[src/rtl/mesi_pkg.sv]
// Shared encodings for the MESI line controller: line states, bus/snoop
// commands and the controller FSM states.
package mesi_pkg;

  typedef logic [1:0] line_t;
  localparam line_t LS_I = 2'b00;
  localparam line_t LS_S = 2'b01;
  localparam line_t LS_M = 2'b10;
  localparam line_t LS_E = 2'b11;

  typedef logic [1:0] cmd_t;
  localparam cmd_t CMD_NONE = 2'b00;
  localparam cmd_t CMD_RD   = 2'b01;
  localparam cmd_t CMD_WR   = 2'b10;
  localparam cmd_t CMD_INV  = 2'b11;

  typedef enum logic [1:0] {
    ST_IDLE = 2'd0,
    ST_BUS  = 2'd1,
    ST_ACK  = 2'd2
  } ctrl_state_t;

endpackage

[src/rtl/mesi_snoop_next.sv]
// Snoop transition for one line: (state, foreign command) -> next state and
// response flags. An I line never responds.
module mesi_snoop_next
  import mesi_pkg::*;
(
  input  line_t state,
  input  cmd_t  cmd,
  output line_t next_state,
  output logic  writeback,
  output logic  shared
);

  always_comb begin
    next_state = state;
    writeback  = 1'b0;
    shared     = 1'b0;
    if (state != LS_I) begin
      case (cmd)
        CMD_RD: begin
          next_state = LS_S;
          writeback  = (state == LS_M);
          shared     = 1'b1;
        end
        CMD_WR: begin
          next_state = LS_I;
          writeback  = (state == LS_M);
        end
        CMD_INV: next_state = LS_I;
        default: ;
      endcase
    end
  end

endmodule

[src/rtl/mesi_line_ctrl.sv]
// MESI coherence controller for NUM_LINES direct-mapped lines: serves CPU
// accesses, drives bus commands over valid/ready and answers snoops each cycle.
module mesi_line_ctrl
  import mesi_pkg::*;
#(
  parameter int NUM_LINES = 4,
  parameter int IDX_W     = 2
) (
  input  logic             clock,
  input  logic             reset_n,
  input  logic             cpu_req,
  input  logic             cpu_write,
  input  logic [IDX_W-1:0] cpu_index,
  input  logic             cpu_miss,
  output logic             cpu_ack,
  output logic             bus_valid,
  input  logic             bus_ready,
  output logic [1:0]       bus_cmd,
  output logic             bus_writeback,
  input  logic             bus_shared,
  input  logic             snoop_valid,
  input  logic [1:0]       snoop_cmd,
  input  logic [IDX_W-1:0] snoop_index,
  input  logic             snoop_hit,
  output logic             snoop_writeback,
  output logic             snoop_shared,
  output logic [1:0]       line_state
);

  ctrl_state_t      state, state_nxt;
  line_t            lines    [NUM_LINES];
  line_t            line_nxt [NUM_LINES];
  cmd_t             cmd_q, cmd_nxt, req_cmd;
  logic             wb_q, wb_nxt, req_wb, need_bus;
  logic [IDX_W-1:0] pend_idx;
  logic             snp_wb_q, snp_sh_q;
  line_t            cur_line, hit_next, snp_line, snp_next;
  logic             snp_wb, snp_sh, snoop_eff, conflict, accept, handshake, pend_hit;

  assign cur_line  = lines[cpu_index];
  assign snp_line  = lines[snoop_index];
  assign snoop_eff = snoop_valid & snoop_hit;
  assign conflict  = snoop_eff & (snoop_index == cpu_index);
  assign accept    = (state == ST_IDLE) & cpu_req & ~conflict;
  assign handshake = (state == ST_BUS) & bus_ready;
  assign pend_hit  = (state == ST_BUS) & snoop_eff & (snoop_index == pend_idx);

  mesi_snoop_next u_snoop_next (
    .state      (snp_line),
    .cmd        (snoop_cmd),
    .next_state (snp_next),
    .writeback  (snp_wb),
    .shared     (snp_sh)
  );

  // Classify the CPU access against the current line state.
  always_comb begin
    need_bus = 1'b1;
    req_cmd  = cpu_write ? CMD_WR : CMD_RD;
    req_wb   = 1'b0;
    hit_next = cur_line;
    if (cur_line != LS_I) begin
      if (cpu_miss) begin
        req_wb = (cur_line == LS_M);
      end else if (cpu_write && cur_line == LS_S) begin
        req_cmd = CMD_INV;
      end else begin
        need_bus = 1'b0;
        if (cpu_write && cur_line == LS_E) hit_next = LS_M;
      end
    end
  end

  always_ff @(posedge clock or negedge reset_n) begin
    if (!reset_n) state <= ST_IDLE;
    else          state <= state_nxt;
  end

  always_comb begin
    state_nxt = state;
    case (state)
      ST_IDLE: if (accept) state_nxt = need_bus ? ST_BUS : ST_ACK;
      ST_BUS:  if (bus_ready) state_nxt = ST_ACK;
      ST_ACK:  state_nxt = ST_IDLE;
      default: state_nxt = ST_IDLE;
    endcase
  end

  always_comb begin
    cpu_ack         = (state == ST_ACK);
    bus_valid       = (state == ST_BUS);
    bus_cmd         = bus_valid ? cmd_q : CMD_NONE;
    bus_writeback   = bus_valid & wb_q;
    snoop_writeback = snp_wb_q;
    snoop_shared    = snp_sh_q;
    line_state      = cur_line;
  end

  // A snoop on the pending line may invalidate it (upgrade becomes a full
  // write miss) or take its dirty data (no write-back left to do).
  always_comb begin
    cmd_nxt = cmd_q;
    wb_nxt  = wb_q;
    if (accept && need_bus) begin
      cmd_nxt = req_cmd;
      wb_nxt  = req_wb;
    end else if (pend_hit) begin
      if (cmd_q == CMD_INV && snp_next == LS_I) cmd_nxt = CMD_WR;
      if (wb_q && snp_wb) wb_nxt = 1'b0;
    end
  end

  // Snoop first, then CPU effects; the handshake result overrides the snoop.
  always_comb begin
    for (int i = 0; i < NUM_LINES; i++) line_nxt[i] = lines[i];
    if (snoop_eff) line_nxt[snoop_index] = snp_next;
    if (accept && !need_bus) line_nxt[cpu_index] = hit_next;
    if (handshake)
      line_nxt[pend_idx] = (cmd_q == CMD_RD) ? (bus_shared ? LS_S : LS_E) : LS_M;
  end

  always_ff @(posedge clock or negedge reset_n) begin
    if (!reset_n) begin
      for (int i = 0; i < NUM_LINES; i++) lines[i] <= LS_I;
      cmd_q    <= CMD_NONE;
      wb_q     <= 1'b0;
      pend_idx <= '0;
      snp_wb_q <= 1'b0;
      snp_sh_q <= 1'b0;
    end else begin
      for (int i = 0; i < NUM_LINES; i++) lines[i] <= line_nxt[i];
      cmd_q    <= cmd_nxt;
      wb_q     <= wb_nxt;
      if (accept) pend_idx <= cpu_index;
      snp_wb_q <= snoop_eff & snp_wb;
      snp_sh_q <= snoop_eff & snp_sh;
    end
  end

endmodule

[config.mk]
export PLATFORM = sky130hd
export DESIGN_NAME = mesi_line_ctrl
export DESIGN_NICKNAME = d
export VERILOG_FILES = /design/src/rtl/mesi_pkg.sv /design/src/rtl/mesi_snoop_next.sv /design/src/rtl/mesi_line_ctrl.sv
export SDC_FILE = /design/constraint.sdc
export NUM_CORES = 1
export LEC_CHECK = 0
export ABC_AREA = 1
export CORE_UTILIZATION = 40
export CTS_BUF_LIST = sky130_fd_sc_hd__clkbuf_16
export CTS_CLUSTER_SIZE = 10
export DETAILED_ROUTE_END_ITERATION = 12
export GPL_ROUTABILITY_DRIVEN = 0
export PLACE_DENSITY = 0.64
export SYNTH_ARGS = -nofsm -noshare
export SYNTH_HDL_FRONTEND = slang
export SYNTH_SLANG_ARGS = --single-unit
export TNS_END_PERCENT = 100
[constraint.sdc]
create_clock -name clock -period 2.7 [get_ports clock]
set_input_delay 0.54 -clock clock [delete_from_list [all_inputs] [get_ports clock]]
set_output_delay 0.54 -clock clock [all_outputs]
set_load 0.005 [all_outputs]
==> summary.txt <==
Placed design
  • DP Area: between 0.0015 and 0.002 mm^2
  • DP HPWL: roughly 2700 um
  • Dpl ws: roughly 0.11 ns
  • Port bufs: 23

Setup path
  • Startpoint Class: primary input
  • Worst r2r path cells: 7
  • R2R setup slack: ~1.2 ns
  • Slowest-stage cell, CP: clkdlybuf4s50_1
  • Largest stage delay on the critical path: 0.54 ns
  • R2R Path Start: state[0]$_DFFE_PN0P_
  • Critical Path Start: cpu_index[0]
  • Crit path kind: in -> out
  • Crit path capture: line_state[1]
  • FF-to-FF End: lines[1]$_DFF_PN0_
  • Worst path cell trace: clkdlybuf4s50_1 -> inv_2 -> nand2_1 -> nand2_1 -> nand2_2 -> nand2_4 -> clkdlybuf4s50_1
  • Crit. End Element: primary output
  • Arr. time, crit path: ~2.1 ns
  • Maximum fanout along the worst path: 7
  • Worst path required time: between 2 and 2.5 ns

Drt
  • Residual DRC count: 0
  • Initial DRC Count: 61
  • Remaining antenna violation count: 0
  • Vias: 1404
  • Vias per cell: around 4.7
  • Drt wl/cell: 11.6 um
  • DRT Pass-1 Iters: 4
  • Routed WL: 3480 um

Logic synthesis
  • Post-synth EDFFs: 0
  • Register bit total from synthesis: 17
  • Syn nets: 244
  • Dominant cell type by area after synthesis: dfrtp_1
  • Synth warnings: 0
  • Cell Area, Synth: between 0.001 and 0.0015 mm^2
  • Top_reg_cell synth: dfrtp_1
  • Most frequent cell after synthesis: nand2_1
  • Top post-synthesis cells by area: dfrtp_1, nand2_1, inv_1
  • Post-synth top area share: 29.9%
  • Synth cell types: 27
  • Mapped Cells: 227
  • Seq/Total Area, Yosys: 29.9%
  • Post-synthesis async set-or-reset flop share: between 90% and 100%
  • Most common library cells after synthesis: nand2_1, inv_1, nand3_1
  • Mean post-synth cell area: approximately 6.3 um^2

Floorplan
  • # rows: 21
  • Die area: 0.00381 mm^2
  • Die Ht: 61.7 um
  • Io pins: 24
  • Initial Utilization: 42.4%
  • Core Area: 0.00336 mm^2
  • Die outline width: 61.7 um

Timing
  • Fin Setup TNS: 0 ns
  • Worst-Margin Slew: 0.510 ns
  • Final Setup Violations: 0
  • Clock Skews: 0.00339 ns
  • Fin crit share: 95.9%
  • Post-layout min period: 2.59 ns
  • Slew Limit Fails: 0
  • Max Freq: 0.386 GHz
  • Final Hold Vio Count: 0
  • Worst Slack Setup Final: 0.109 ns
  • RSZ-0062 raised after global routing: no
  • Relative max-transition margin: 65.7%
  • Worst Hold Slack: roughly 0.55 ns

GRT
  • Largest net degree at the start of global routing: 18
  • Vias in the first global route: 1243
  • Initial antenna violation count: 0
  • GRT Overall Usage: 20.0%
  • First-pass GRT wire length: 5510 um
  • Grt ovf: 0

Run
  • Max cap viols: 0

CTS
  • Setup Buffers After CTS: 0
  • TritonCTS Buffers: 3
  • Post_cts resized: 0
  • CTS root buf: clkbuf_16
  • Htree depth: 1
  • Worst-path clk slew: 0.05 ns
  • CTS tree: done
  • Clock sink total: 17
  • Clk Latency, worst-skew pair: approximately 0.25 ns
  • Longest Clk Path Bufs: 2
  • CTS Hold Bufs: 0

Power and ir drop
  • Worst VDD drop: 0.304 mV
  • Power Dens Cells: 820 mW/mm^2
  • Leak: 0.949 nW

Min path
  • Hold crit path type: reg -> reg

Finish
  • Layout Nets: about 270
  • Fillers: 361
  • Area Overhead vs Synth: 24.9%
  • Antenna cells: 0
  • Fraction of layout cells with a size suffix above 1: 9.49%
  • Finished Core Util: around 53%
  • Design Area, Final: 0.00178 mm^2

Run status
  • Outcome: complete, no violations
-- worst max-delay path, delay by kind of cell --
kind | cells | cell delay [ns]
AND/OR/NAND/NOR | 4 | 0.30
buffers and inverters | 3 | 1.21
-- worst min path at each step --
stage,start,end,slack (ns),cells past startpoint
after floorplan,reset_n,cmd_q[0]$_DFFE_PN0P_,0.24,0
after global placement,wb_q$_DFFE_PN0P_,wb_q$_DFFE_PN0P_,0.53,2
after detailed placement,wb_q$_DFFE_PN0P_,wb_q$_DFFE_PN0P_,0.53,2
after CTS,wb_q$_DFFE_PN0P_,wb_q$_DFFE_PN0P_,0.55,2
after global routing,state[0]$_DFFE_PN0P_,state[1]$_DFFE_PN0P_,0.59,2
final,wb_q$_DFFE_PN0P_,wb_q$_DFFE_PN0P_,0.55,2
-- cells by family (layout without fill, tap and decap cells) --
family          Yosys count  in the layout  share of synthesized area (%)
buf+inv                  45             71                           13.4
flops                    17             17                           29.9
xor+xnor                  3              3                           2.37
simple gates            140            140                           44.7
fa+ha+maj                 2              2                           1.76
compound gates           20             20                           7.90
-- metal layers --
metal  track usage (%)  vias to the layer above  wire [um]
li1                  -                      752          -
met1              26.8                      613       1630
met2              33.8                       34       1650
met3              2.48                        5        154
met4              5.71                        0         39
met5                 0                        -          0
-- report_power, final --
part	leakage, nW	internal (mW)	total [mW]	switching, mW
Combinational	0.690	0.281	0.681	0.400
Sequential	0.217	0.364	0.478	0.114
Clock	0.0423	0.197	0.300	0.103
Total	0.949	0.842	1.46	0.617
-- through the flow --
| step | cells | power (mW) |
|---|---|---|
| floorplan | 227 | 0.926 |
| finish | 299 | 1.46 |
| global placement | 295 | 1.16 |
| detailed placement | 295 | 1.16 |
| CTS | 299 | 1.46 |
| global route | 299 | 1.58 |
-- state kept, by name, indices dropped and copies added (netlist names) --
signal,count
wb_q,1
lines,8
state,2
cmd_q,2
snoop_shared,1
pend_idx,2
snoop_writeback,1
-- layout by cell type, fill, tap and decap left out, drive strengths merged --
master	count
inv	41
nand3b	1
ha	2
nand4	5
o22ai	2
buf	4
nand3	22
o211ai	1
xnor2	2
a21oi	2
nand2	89
a311oi	1
nor3	2
dfrtp	17
xor2	1
clkdlybuf4s50	23
nor2	21
clkbuf	3
o21ai	14
-- area by class of cell --
type	count	area [um^2]	share of cell area, %
clock buffers	3	75.1	4.22
clock inverters	1	3.75	0.211
inverters	40	150	8.43
multi-input cells	165	808	45.4
flip-flops and latches	17	425	23.9
well taps	46	57.6	3.23
repair buffers	27	260	14.6
(Power assumes the default switching activity.)
